### config.mk
export PLATFORM = sky130hd
export DESIGN_NAME = cmem_arbiter_flat
export DESIGN_NICKNAME = d
export VERILOG_FILES = /design/src/rtl/cmem_arbiter_if.sv /design/src/rtl/cmem_arbiter.sv /design/src/flat_wrapper.sv
export SDC_FILE = /design/constraint.sdc
export NUM_CORES = 1
export LEC_CHECK = 0
export ABC_AREA = 1
export BUFFER_PORTS_ARGS = -buffer_cell sky130_fd_sc_hd__buf_2
export CAP_MARGIN = 20
export CORE_MARGIN = 8
export CORE_UTILIZATION = 29
export DETAILED_ROUTE_END_ITERATION = 12
export GPL_ROUTABILITY_DRIVEN = 0
export SETUP_SLACK_MARGIN = 0.15
export SYNTH_ARGS = -nofsm -noshare
export SYNTH_HDL_FRONTEND = slang
export SYNTH_SLANG_ARGS = --single-unit
### constraint.sdc
create_clock -name clk -period 2.6 [get_ports clk]
set_input_delay 0.52 -clock clk [delete_from_list [all_inputs] [get_ports clk]]
set_output_delay 0.52 -clock clk [all_outputs]
set_load 0.01 [all_outputs]
### src/rtl/cmem_arbiter_if.sv
// Requester and layer-memory signal bundle for the three-way layer-memory arbiter.
// The slave modport is the arbiter's view; master is the requesters plus memory.
interface cmem_arbiter_if #(
    parameter int AW = 12,
    parameter int DW = 20
);
    logic [2:0]      req;
    logic [2:0]      lock;
    logic [2:0]      we;
    logic [8:0]      sel;
    logic [3*AW-1:0] addr;
    logic [3*DW-1:0] wdata;
    logic [2:0]      gnt;
    logic [2:0]      rvalid;
    logic [DW-1:0]   rdata;
    logic            idle;
    logic [2:0]      csel;
    logic            crd;
    logic            cwr;
    logic [AW-1:0]   caddr_rd;
    logic [AW-1:0]   caddr_wr;
    logic [DW-1:0]   cdata_wr;
    logic [DW-1:0]   cdata_rd;

    modport slave (
        input  req, lock, we, sel, addr, wdata, cdata_rd,
        output gnt, rvalid, rdata, idle, csel, crd, cwr, caddr_rd, caddr_wr, cdata_wr
    );

    modport master (
        output req, lock, we, sel, addr, wdata, cdata_rd,
        input  gnt, rvalid, rdata, idle, csel, crd, cwr, caddr_rd, caddr_wr, cdata_wr
    );
endinterface

### src/rtl/cmem_arbiter.sv
// Round-robin arbiter sharing one layer-memory port among three engines, with
// fairness-bounded locked bursts and a fixed-latency read tag return path.
module cmem_arbiter #(
    parameter int AW       = 12,
    parameter int DW       = 20,
    parameter int RD_LAT   = 1,
    parameter int MAXBURST = 16
) (
    input  logic           clk,
    input  logic           reset,
    cmem_arbiter_if.slave  bus
);
    localparam int CW = $clog2(MAXBURST + 1);

    typedef enum logic {ST_ARB = 1'b0, ST_OWN = 1'b1} state_t;

    state_t          state_q, state_d;
    logic [1:0]      owner_q, owner_d;
    logic [1:0]      ptr_q, ptr_d;
    logic [CW-1:0]   cnt_q, cnt_d;

    logic [2:0]      gnt;
    logic [2:0]      others;
    logic            own_grant;
    logic            gany;
    logic [1:0]      gidx;

    logic [2:0]      sel_g;
    logic [AW-1:0]   addr_g;
    logic [DW-1:0]   wdata_g;
    logic            we_g;
    logic            do_cmd;

    logic [2:0]      csel_q, csel_d;
    logic            crd_q, crd_d;
    logic            cwr_q, cwr_d;
    logic [AW-1:0]   caddr_rd_q, caddr_rd_d;
    logic [AW-1:0]   caddr_wr_q, caddr_wr_d;
    logic [DW-1:0]   cdata_wr_q, cdata_wr_d;
    logic            idle_q, idle_d;

    logic [RD_LAT:0] tag_v_q;
    logic [1:0]      tag_id_q [RD_LAT+1];
    logic [2:0]      rvalid;

    // First requesting index at or after p, scanning cyclically.
    function automatic logic [2:0] rr_pick(input logic [2:0] r, input logic [1:0] p);
        logic [2:0] g;
        int idx;
        g = 3'b000;
        for (int k = 2; k >= 0; k--) begin
            idx = (int'(p) + k) % 3;
            if (r[idx]) g = 3'b001 << idx;
        end
        return g;
    endfunction

    always_ff @(posedge clk or negedge reset) begin
        if (!reset) begin
            state_q <= ST_ARB;
            owner_q <= 2'd0;
            ptr_q   <= 2'd0;
            cnt_q   <= '0;
        end else begin
            state_q <= state_d;
            owner_q <= owner_d;
            ptr_q   <= ptr_d;
            cnt_q   <= cnt_d;
        end
    end

    // Owner keeps the port unless it has used its fair share while others wait.
    always_comb begin
        others    = bus.req & ~(3'b001 << owner_q);
        own_grant = (state_q == ST_OWN) && bus.req[owner_q] &&
                    ((cnt_q < CW'(MAXBURST)) || (others == 3'b000));
        if (own_grant) gnt = 3'b001 << owner_q;
        else           gnt = rr_pick(bus.req, ptr_q);
        gany = |gnt;
        gidx = gnt[2] ? 2'd2 : (gnt[1] ? 2'd1 : 2'd0);
    end

    always_comb begin
        state_d = state_q;
        owner_d = owner_q;
        ptr_d   = ptr_q;
        cnt_d   = cnt_q;
        if (gany) ptr_d = (gidx == 2'd2) ? 2'd0 : gidx + 2'd1;
        if (own_grant) begin
            if (cnt_q != CW'(MAXBURST)) cnt_d = cnt_q + 1'b1;
            if (!bus.lock[owner_q]) begin
                state_d = ST_ARB;
                cnt_d   = '0;
            end
        end else begin
            state_d = ST_ARB;
            cnt_d   = '0;
            if (gany && bus.lock[gidx]) begin
                state_d = ST_OWN;
                owner_d = gidx;
                cnt_d   = CW'(1);
            end
        end
    end

    always_comb begin
        sel_g      = bus.sel[3*int'(gidx) +: 3];
        addr_g     = bus.addr[AW*int'(gidx) +: AW];
        wdata_g    = bus.wdata[DW*int'(gidx) +: DW];
        we_g       = bus.we[gidx];
        // Illegal selects still consume the grant but never reach the bus.
        do_cmd     = gany && (sel_g != 3'd0) && (sel_g <= 3'd5);
        csel_d     = do_cmd ? sel_g : 3'd0;
        crd_d      = do_cmd && !we_g;
        cwr_d      = do_cmd && we_g;
        caddr_rd_d = crd_d ? addr_g : caddr_rd_q;
        caddr_wr_d = cwr_d ? addr_g : caddr_wr_q;
        cdata_wr_d = cwr_d ? wdata_g : cdata_wr_q;
        idle_d     = !gany && !(|tag_v_q[RD_LAT-1:0]);
    end

    always_ff @(posedge clk or negedge reset) begin
        if (!reset) begin
            csel_q     <= 3'd0;
            crd_q      <= 1'b0;
            cwr_q      <= 1'b0;
            caddr_rd_q <= '0;
            caddr_wr_q <= '0;
            cdata_wr_q <= '0;
            idle_q     <= 1'b1;
        end else begin
            csel_q     <= csel_d;
            crd_q      <= crd_d;
            cwr_q      <= cwr_d;
            caddr_rd_q <= caddr_rd_d;
            caddr_wr_q <= caddr_wr_d;
            cdata_wr_q <= cdata_wr_d;
            idle_q     <= idle_d;
        end
    end

    // The tag enters with the bus strobe and emerges when memory data is valid.
    always_ff @(posedge clk or negedge reset) begin
        if (!reset) begin
            tag_v_q <= '0;
            for (int k = 0; k <= RD_LAT; k++) tag_id_q[k] <= 2'd0;
        end else begin
            tag_v_q     <= {tag_v_q[RD_LAT-1:0], crd_d};
            tag_id_q[0] <= gidx;
            for (int k = 1; k <= RD_LAT; k++) tag_id_q[k] <= tag_id_q[k-1];
        end
    end

    genvar gi;
    generate
        for (gi = 0; gi < 3; gi++) begin : g_rvalid
            assign rvalid[gi] = tag_v_q[RD_LAT] && (tag_id_q[RD_LAT] == 2'(gi));
        end
    endgenerate

    assign bus.gnt      = gnt;
    assign bus.rvalid   = rvalid;
    assign bus.rdata    = bus.cdata_rd;
    assign bus.idle     = idle_q;
    assign bus.csel     = csel_q;
    assign bus.crd      = crd_q;
    assign bus.cwr      = cwr_q;
    assign bus.caddr_rd = caddr_rd_q;
    assign bus.caddr_wr = caddr_wr_q;
    assign bus.cdata_wr = cdata_wr_q;
endmodule

### src/flat_wrapper.sv
// flat-port wrapper written by rule: the top's interface ports become plain ports
module cmem_arbiter_flat 
#(
    parameter int AW       = 12,
    parameter int DW       = 20,
    parameter int RD_LAT   = 1,
    parameter int MAXBURST = 16
)
  (clk, reset, bus_req, bus_lock, bus_we, bus_sel, bus_addr, bus_wdata, bus_cdata_rd, bus_gnt, bus_rvalid, bus_rdata, bus_idle, bus_csel, bus_crd, bus_cwr, bus_caddr_rd, bus_caddr_wr, bus_cdata_wr);
  cmem_arbiter_if #(.AW(AW), .DW(DW)) bus_i ();
  input  logic clk;
  input  logic reset;
  input wire logic [$bits(bus_i.req)-1:0] bus_req;
  input wire logic [$bits(bus_i.lock)-1:0] bus_lock;
  input wire logic [$bits(bus_i.we)-1:0] bus_we;
  input wire logic [$bits(bus_i.sel)-1:0] bus_sel;
  input wire logic [$bits(bus_i.addr)-1:0] bus_addr;
  input wire logic [$bits(bus_i.wdata)-1:0] bus_wdata;
  input wire logic [$bits(bus_i.cdata_rd)-1:0] bus_cdata_rd;
  output wire logic [$bits(bus_i.gnt)-1:0] bus_gnt;
  output wire logic [$bits(bus_i.rvalid)-1:0] bus_rvalid;
  output wire logic [$bits(bus_i.rdata)-1:0] bus_rdata;
  output wire logic [$bits(bus_i.idle)-1:0] bus_idle;
  output wire logic [$bits(bus_i.csel)-1:0] bus_csel;
  output wire logic [$bits(bus_i.crd)-1:0] bus_crd;
  output wire logic [$bits(bus_i.cwr)-1:0] bus_cwr;
  output wire logic [$bits(bus_i.caddr_rd)-1:0] bus_caddr_rd;
  output wire logic [$bits(bus_i.caddr_wr)-1:0] bus_caddr_wr;
  output wire logic [$bits(bus_i.cdata_wr)-1:0] bus_cdata_wr;
  assign bus_i.req = bus_req;
  assign bus_i.lock = bus_lock;
  assign bus_i.we = bus_we;
  assign bus_i.sel = bus_sel;
  assign bus_i.addr = bus_addr;
  assign bus_i.wdata = bus_wdata;
  assign bus_i.cdata_rd = bus_cdata_rd;
  assign bus_gnt = bus_i.gnt;
  assign bus_rvalid = bus_i.rvalid;
  assign bus_rdata = bus_i.rdata;
  assign bus_idle = bus_i.idle;
  assign bus_csel = bus_i.csel;
  assign bus_crd = bus_i.crd;
  assign bus_cwr = bus_i.cwr;
  assign bus_caddr_rd = bus_i.caddr_rd;
  assign bus_caddr_wr = bus_i.caddr_wr;
  assign bus_cdata_wr = bus_i.cdata_wr;
  cmem_arbiter #(.AW(AW), .DW(DW), .RD_LAT(RD_LAT), .MAXBURST(MAXBURST)) u_core (.clk(clk), .reset(reset), .bus(bus_i));
endmodule
# Word-level counts from Yosys, hierarchy flattened
# Cells that the tools add are included.
dict set report word_totals {
  reg_bits 66
  latch_bits 0
  mem_bits_rw 0
  rom_bits 0
  memories 0
}
dict set report op_classes {
  add_sub_neg 4
  multipliers 3
  div 3
  n_lt_le_gt_ge 7
  n_eq_ne 6
  shift 7
  mux 32
  n_bitwise 3
  n_reduce_logical 20
}
# cell n
set op_table {}
lappend op_table {{$lt A32 B4 Y1 const B} 3}
lappend op_table {{$shl A1 B32 Y3 const A} 3}
lappend op_table {{$mod A32 B3 Y32 const B} 2}
lappend op_table {{$shiftx A60 B32 Y20} 1}
lappend op_table {{$shiftx A36 B32 Y12} 1}
lappend op_table {{$mod A3 B3 Y32 const B} 1}
lappend op_table {{$shiftx A9 B32 Y3} 1}
lappend op_table {{$mux W1} 15}
lappend op_table {{$mux W3} 5}
lappend op_table {{$mux W5} 3}
lappend op_table {{$bmux W1 S2} 7}
lappend op_table {{$logic_and A1 B1 Y1} 11}
lappend op_table {{$mul A2 B2 Y4 const A} 2}
lappend op_table {{$lt A2 B3 Y1 const B} 2}
lappend op_table {{$add A5 B1 Y5 const B} 1}
lappend op_table {{$lt A5 B5 Y1 const B} 1}
lappend op_table {{$mul A3 B2 Y5 const A} 1}
lappend op_table {{$ne A5 B5 Y1 const B} 1}
lappend op_table {{$eq A2 B2 Y1 const B} 2}
lappend op_table {{$mux W2} 2}
lappend op_table {{$add A2 B1 Y3 const B} 1}
lappend op_table {{$add A2 B2 Y3 const B} 1}
lappend op_table {{$and A3 B3 Y3} 1}
lappend op_table {{$le A3 B3 Y1 const B} 1}
lappend op_table {{other kinds (14)} 16}

# Logic depth before layout (Yosys ltp)
dict set report depth {
  depth_word 17
  ltp_mapped 21
  ltp_nobuf 20
}

# Worst setup path before layout
# No wires, ideal clock.
dict set report synth_path {
  path_type {reg2out}
  from {register u_core.ptr_q[0]}
  to {output port bus_gnt[2]}
  arrival_ns 1.884
  required_ns 2.080
  slack_ns 0.196
  path_stages_with_launch 14
  path_buffers 2
  path_cell_list {dfrtp_1 > inv_1 > ha_1 > inv_2 > nand3_1 > nand2_1 > nand2_1 > nand2_1 > nand2_1 > nand2_2 > nand2_4 > inv_2 > buf_1 > buf_4}
}
dict set report synth_between {
  elab_chain_cells 9
  elab_cells_between_ends 21
  classes_between {add/sub (2); div (3); shift (3); mux (13)}
}
# element line
set synth_lines {}
lappend synth_lines {{start, declared} cmem_arbiter.sv:19} ;# logic [1:0] ptr_q, ptr_d;
lappend synth_lines {{start signal, assigned} cmem_arbiter.sv:67} ;# ptr_q <= ptr_d;
lappend synth_lines {{$add A2 B2 Y3} cmem_arbiter.sv:52} ;# idx = (int'(p) + k) % 3;
lappend synth_lines {{$mod A32 B3 Y32} cmem_arbiter.sv:52}
lappend synth_lines {{$bmux W1 S2} cmem_arbiter.sv:53} ;# if (r[idx]) g = 3'b001 << idx;
lappend synth_lines {{$mux W1 (not written as such) (2 in a row)} cmem_arbiter.sv:53}
lappend synth_lines {{$mux W3 (2 in a row)} cmem_arbiter.sv:53}
lappend synth_lines {{$mux W3 (*)} cmem_arbiter.sv:53}
lappend synth_lines {{$mux W3 (*)} cmem_arbiter.sv:77} ;# if (own_grant) gnt = 3'b001 << owner_q;
lappend synth_lines {{end, declared} flat_wrapper.sv:20} ;# output wire logic [$bits(bus_i.gnt)-1:0] bus_gnt;
# Mark *: on every way between the ends. The rest lies on a longest branch, timed or not. The select of a mux whose other input is x is not followed.

# Worst setup path after layout
dict set report layout_path {
  from {register u_core.ptr_q[0]}
  to {output port bus_gnt[0]}
}
# Same word-level chain as after synthesis.

==> metrics.cfg <==
[grt]
grt_pass1_wl_um = 21200
grt_max_degree = 38
grt_pass1_vias = 4013
gr-total-overflow = 0
grt_usage_pct = 15.1
antenna_found_initial = 0

[drt]
drt_iter0_markers = 185
drt_wl_total_um = 14100
ant_nets = 0
post-route-drc-count = 0
wl_per_cell_um = 16.1
dr_total_vias = 3986
firstDrtPassIters = 4
via_per_inst = 4.55

[floorplanning]
die_width_um = 132
initial_core_util_pct = 29.5
io_pins = 212
core_area_sq_um = 13200
die_area_sq_um = 17400
fp.dieH_um = 132
row_count = 42

[critical_path]
worstSetupPathType = reg2out
cp.required_ns = 2.08
endpoint_kind = primary output
slowest_stage = dfrtp_2
crit_arrival_ns = 2.03
cp_top_family = buffers and inverters
critPathMaxFanout = 5
r2r_cells = 19
slowest_delay_ns = 0.44
start_kind = flop
path_cells = inv_2 -> ha_4 -> inv_6 -> nand3_4 -> buf_6 -> nand2_2 -> nand2_1 -> nand2_1 -> inv_1 -> o21ai_1 -> nand3_1 -> nand2_2 -> buf_6 -> buf_6
path_common_cell = buf_6
crit_cells = 14
crit_buf_inv = 6

[power]
power_uw = 11500
power.density_nw_per_um2 = 2000
power.leakage_uw = 0.00312
ir_worst_vdd_mv = 0.779

[yosys]
avgSynthCellArea_sq_um = 7.56
netlist_instances = 514
ys_seq_area_share_pct = 41.9
ys_ff_latch = 65
synth_area_sq_um = 3880
synth_cell_types = 31
syn_nets = 656
ys_warn_count = 0

[final_layout]
diodes = 0
nNetsFinal = 839
drive_above_1_share_pct = 44.8
fill_cells = 1354
layout.cells.non_filler = 877
area_growth_pct = 47.6

[timing]
hold_viol_final = 0
period_share_pct = 98.2
period_minus_slack_ns = 2.55
fin_tns_setup_ns = 0
fmaxAchievable_mhz = 392
final_max_slew_viol_count = 0
rsz0062_at_grt = true
worst_pin_slew_ns = 0.483
finClkSkew_ns = 0.00621
setup_violations = 0
relSlewSlack_pct = 67.8

[cts]
cts_tree = built
cts_buffers = 9
cts_hold_buf = 0
cts-root-buf = clkbuf_16
path_clk_slew_ns = 0.05
cts_buffer_depth = 2
htreeDepth = 3
clk-insertion-delay-late_ns = 0.32
cts.sinks = 65

[run]
drv_cap = 0

[placement]
io_buffers = 171
dp_hpwl_um = 9800
dpl.cell_count = 835

[status]
status = finished, final reports clean

[worst_hold_path]
hp-class = in2async

-- cell usage after synthesis, drive strengths merged --
cell type  count  area [sq um]
xor2           2          17.5
nor3           4          20.0
clkinv         1          3.75
inv           37           139
dfrtp         64          1600
nor2          16          98.8
buf           36           272
nand3         77           423
o211ai         3          22.5
o21ai         11          55.1
nand4          1          12.5
a21oi          5          28.8
dfstp          1          26.3
a22oi         21           158
nor3b          1          7.51
a211oi         2          15.0
clkbuf         7          26.3
ha             6          75.1
nand2        219           883
-- per-stage QoR --
stage	instance area, sq um	utilization (%)	hold WS (ns)	setup WS, ns
global placement	4840	36.7	0.331	0.0681
CTS	5370	40.7	0.224	0.0840
detailed placement	4840	36.7	0.339	0.00544
floorplan	3880	-	0.224	0.196
global route	5740	43.5	0.249	-0.0836
finish	5740	43.5	0.224	0.0463
-- layout make-up --
type                       count  area, sq um  share of cell area [%]
multi-input combinational    369         2060                    35.9
sequential                    65         1630                    28.4
timing repair buffer         214         1390                    24.3
clock buffer                  11          233                    4.06
tap                          176          220                    3.84
inverter                      38          155                    2.71
clock inverter                 4         45.0                   0.785
-- power breakdown --
| part | switching (uW) | internal (uW) |
|---|---|---|
| clock | 405 | 731 |
| sequential | 297 | 1550 |
| combinational | 4910 | 3600 |
-- flip-flops by register name (all words and copies together) (netlist names), 2 cells and up --
register,count
u_core.ptr_q,2
u_core.bus.caddr_rd,12
u_core.bus.csel,3
u_core.cnt_q,5
u_core.bus.caddr_wr,12
u_core.tag_id_q,4
u_core.owner_q,2
u_core.bus.cdata_wr,20
u_core.tag_v_q,2
-- kinds of logic (layout without fill, tap and decap cells) --
group	after synthesis	after routing	synth area share (%)
AND/OR/NAND/NOR	318	319	37.2
adder cells (fa/ha/maj)	6	6	1.93
AO/OA/AOI/OAI	42	42	7.18
flip-flops	65	65	41.9
buffers and inverters	81	267	11.3
XOR/XNOR	2	2	0.451
-- what timing repair did --
item                                    4_1_cts  5_1_grt
endpoints found under the setup margin       52       53
setup buffers                                13        8
pin swaps                                    11       17
cloned                                        1        5
gates resized for setup                      33       61
-- worst register-to-register path, cell delays in order (launching register included) --
cell,delay (ns)
dfrtp_2,0.41
inv_2,0.07
ha_4,0.31
inv_6,0.06
nand2_4,0.06
nand3_4,0.08
nand3_1,0.10
nand3_2,0.10
nand3_4,0.15
nand2_8,0.08
inv_1,0.10
nand3_1,0.10
nand2_2,0.13
nand2_2,0.08
nand2_4,0.10
nand2_8,0.09
nand2_8,0.12
buf_8,0.14
buf_4,0.11
inv_2,0.02
-- metal layers --
metal	vias to the layer above	global-route usage [%]	routed length, um
li1	2005	-	-
met2	135	25.5	6900
met3	22	4.76	1000
met4	0	4.02	145
met1	1824	18.1	6100
met5	-	0	0
-- cells in the final DEF, fill, tap and decap left out, types with 5 or more instances in the layout --
cell	n
dfrtp_1	62
nand2_4	5
nand3_4	5
buf_6	13
nand2_2	44
nand3_1	71
nand2_1	166
a22oi_1	21
inv_1	27
buf_4	21
clkbuf_16	12
buf_2	169
nand2_8	5
buf_12	6
nor2_1	9
o21ai_0	6
inv_2	6
-- final timing paths --
check / startpoint / to / slack, ns
setup / recovery: u_core.ptr_q[0] / bus_gnt[0] / 0.05
hold / removal: reset / u_core.tag_id_q[3] / 0.22
setup reg to reg: u_core.ptr_q[0] / u_core.bus.cwr / 0.08
hold reg to reg: u_core.tag_id_q[3] / u_core.tag_id_q[1] / 0.35
max in group asynchronous: reset / u_core.bus.idle / 1.98
min in group clk: u_core.tag_id_q[3] / u_core.tag_id_q[1] / 0.35
Note: power is estimated with default switching activity, not from simulation.
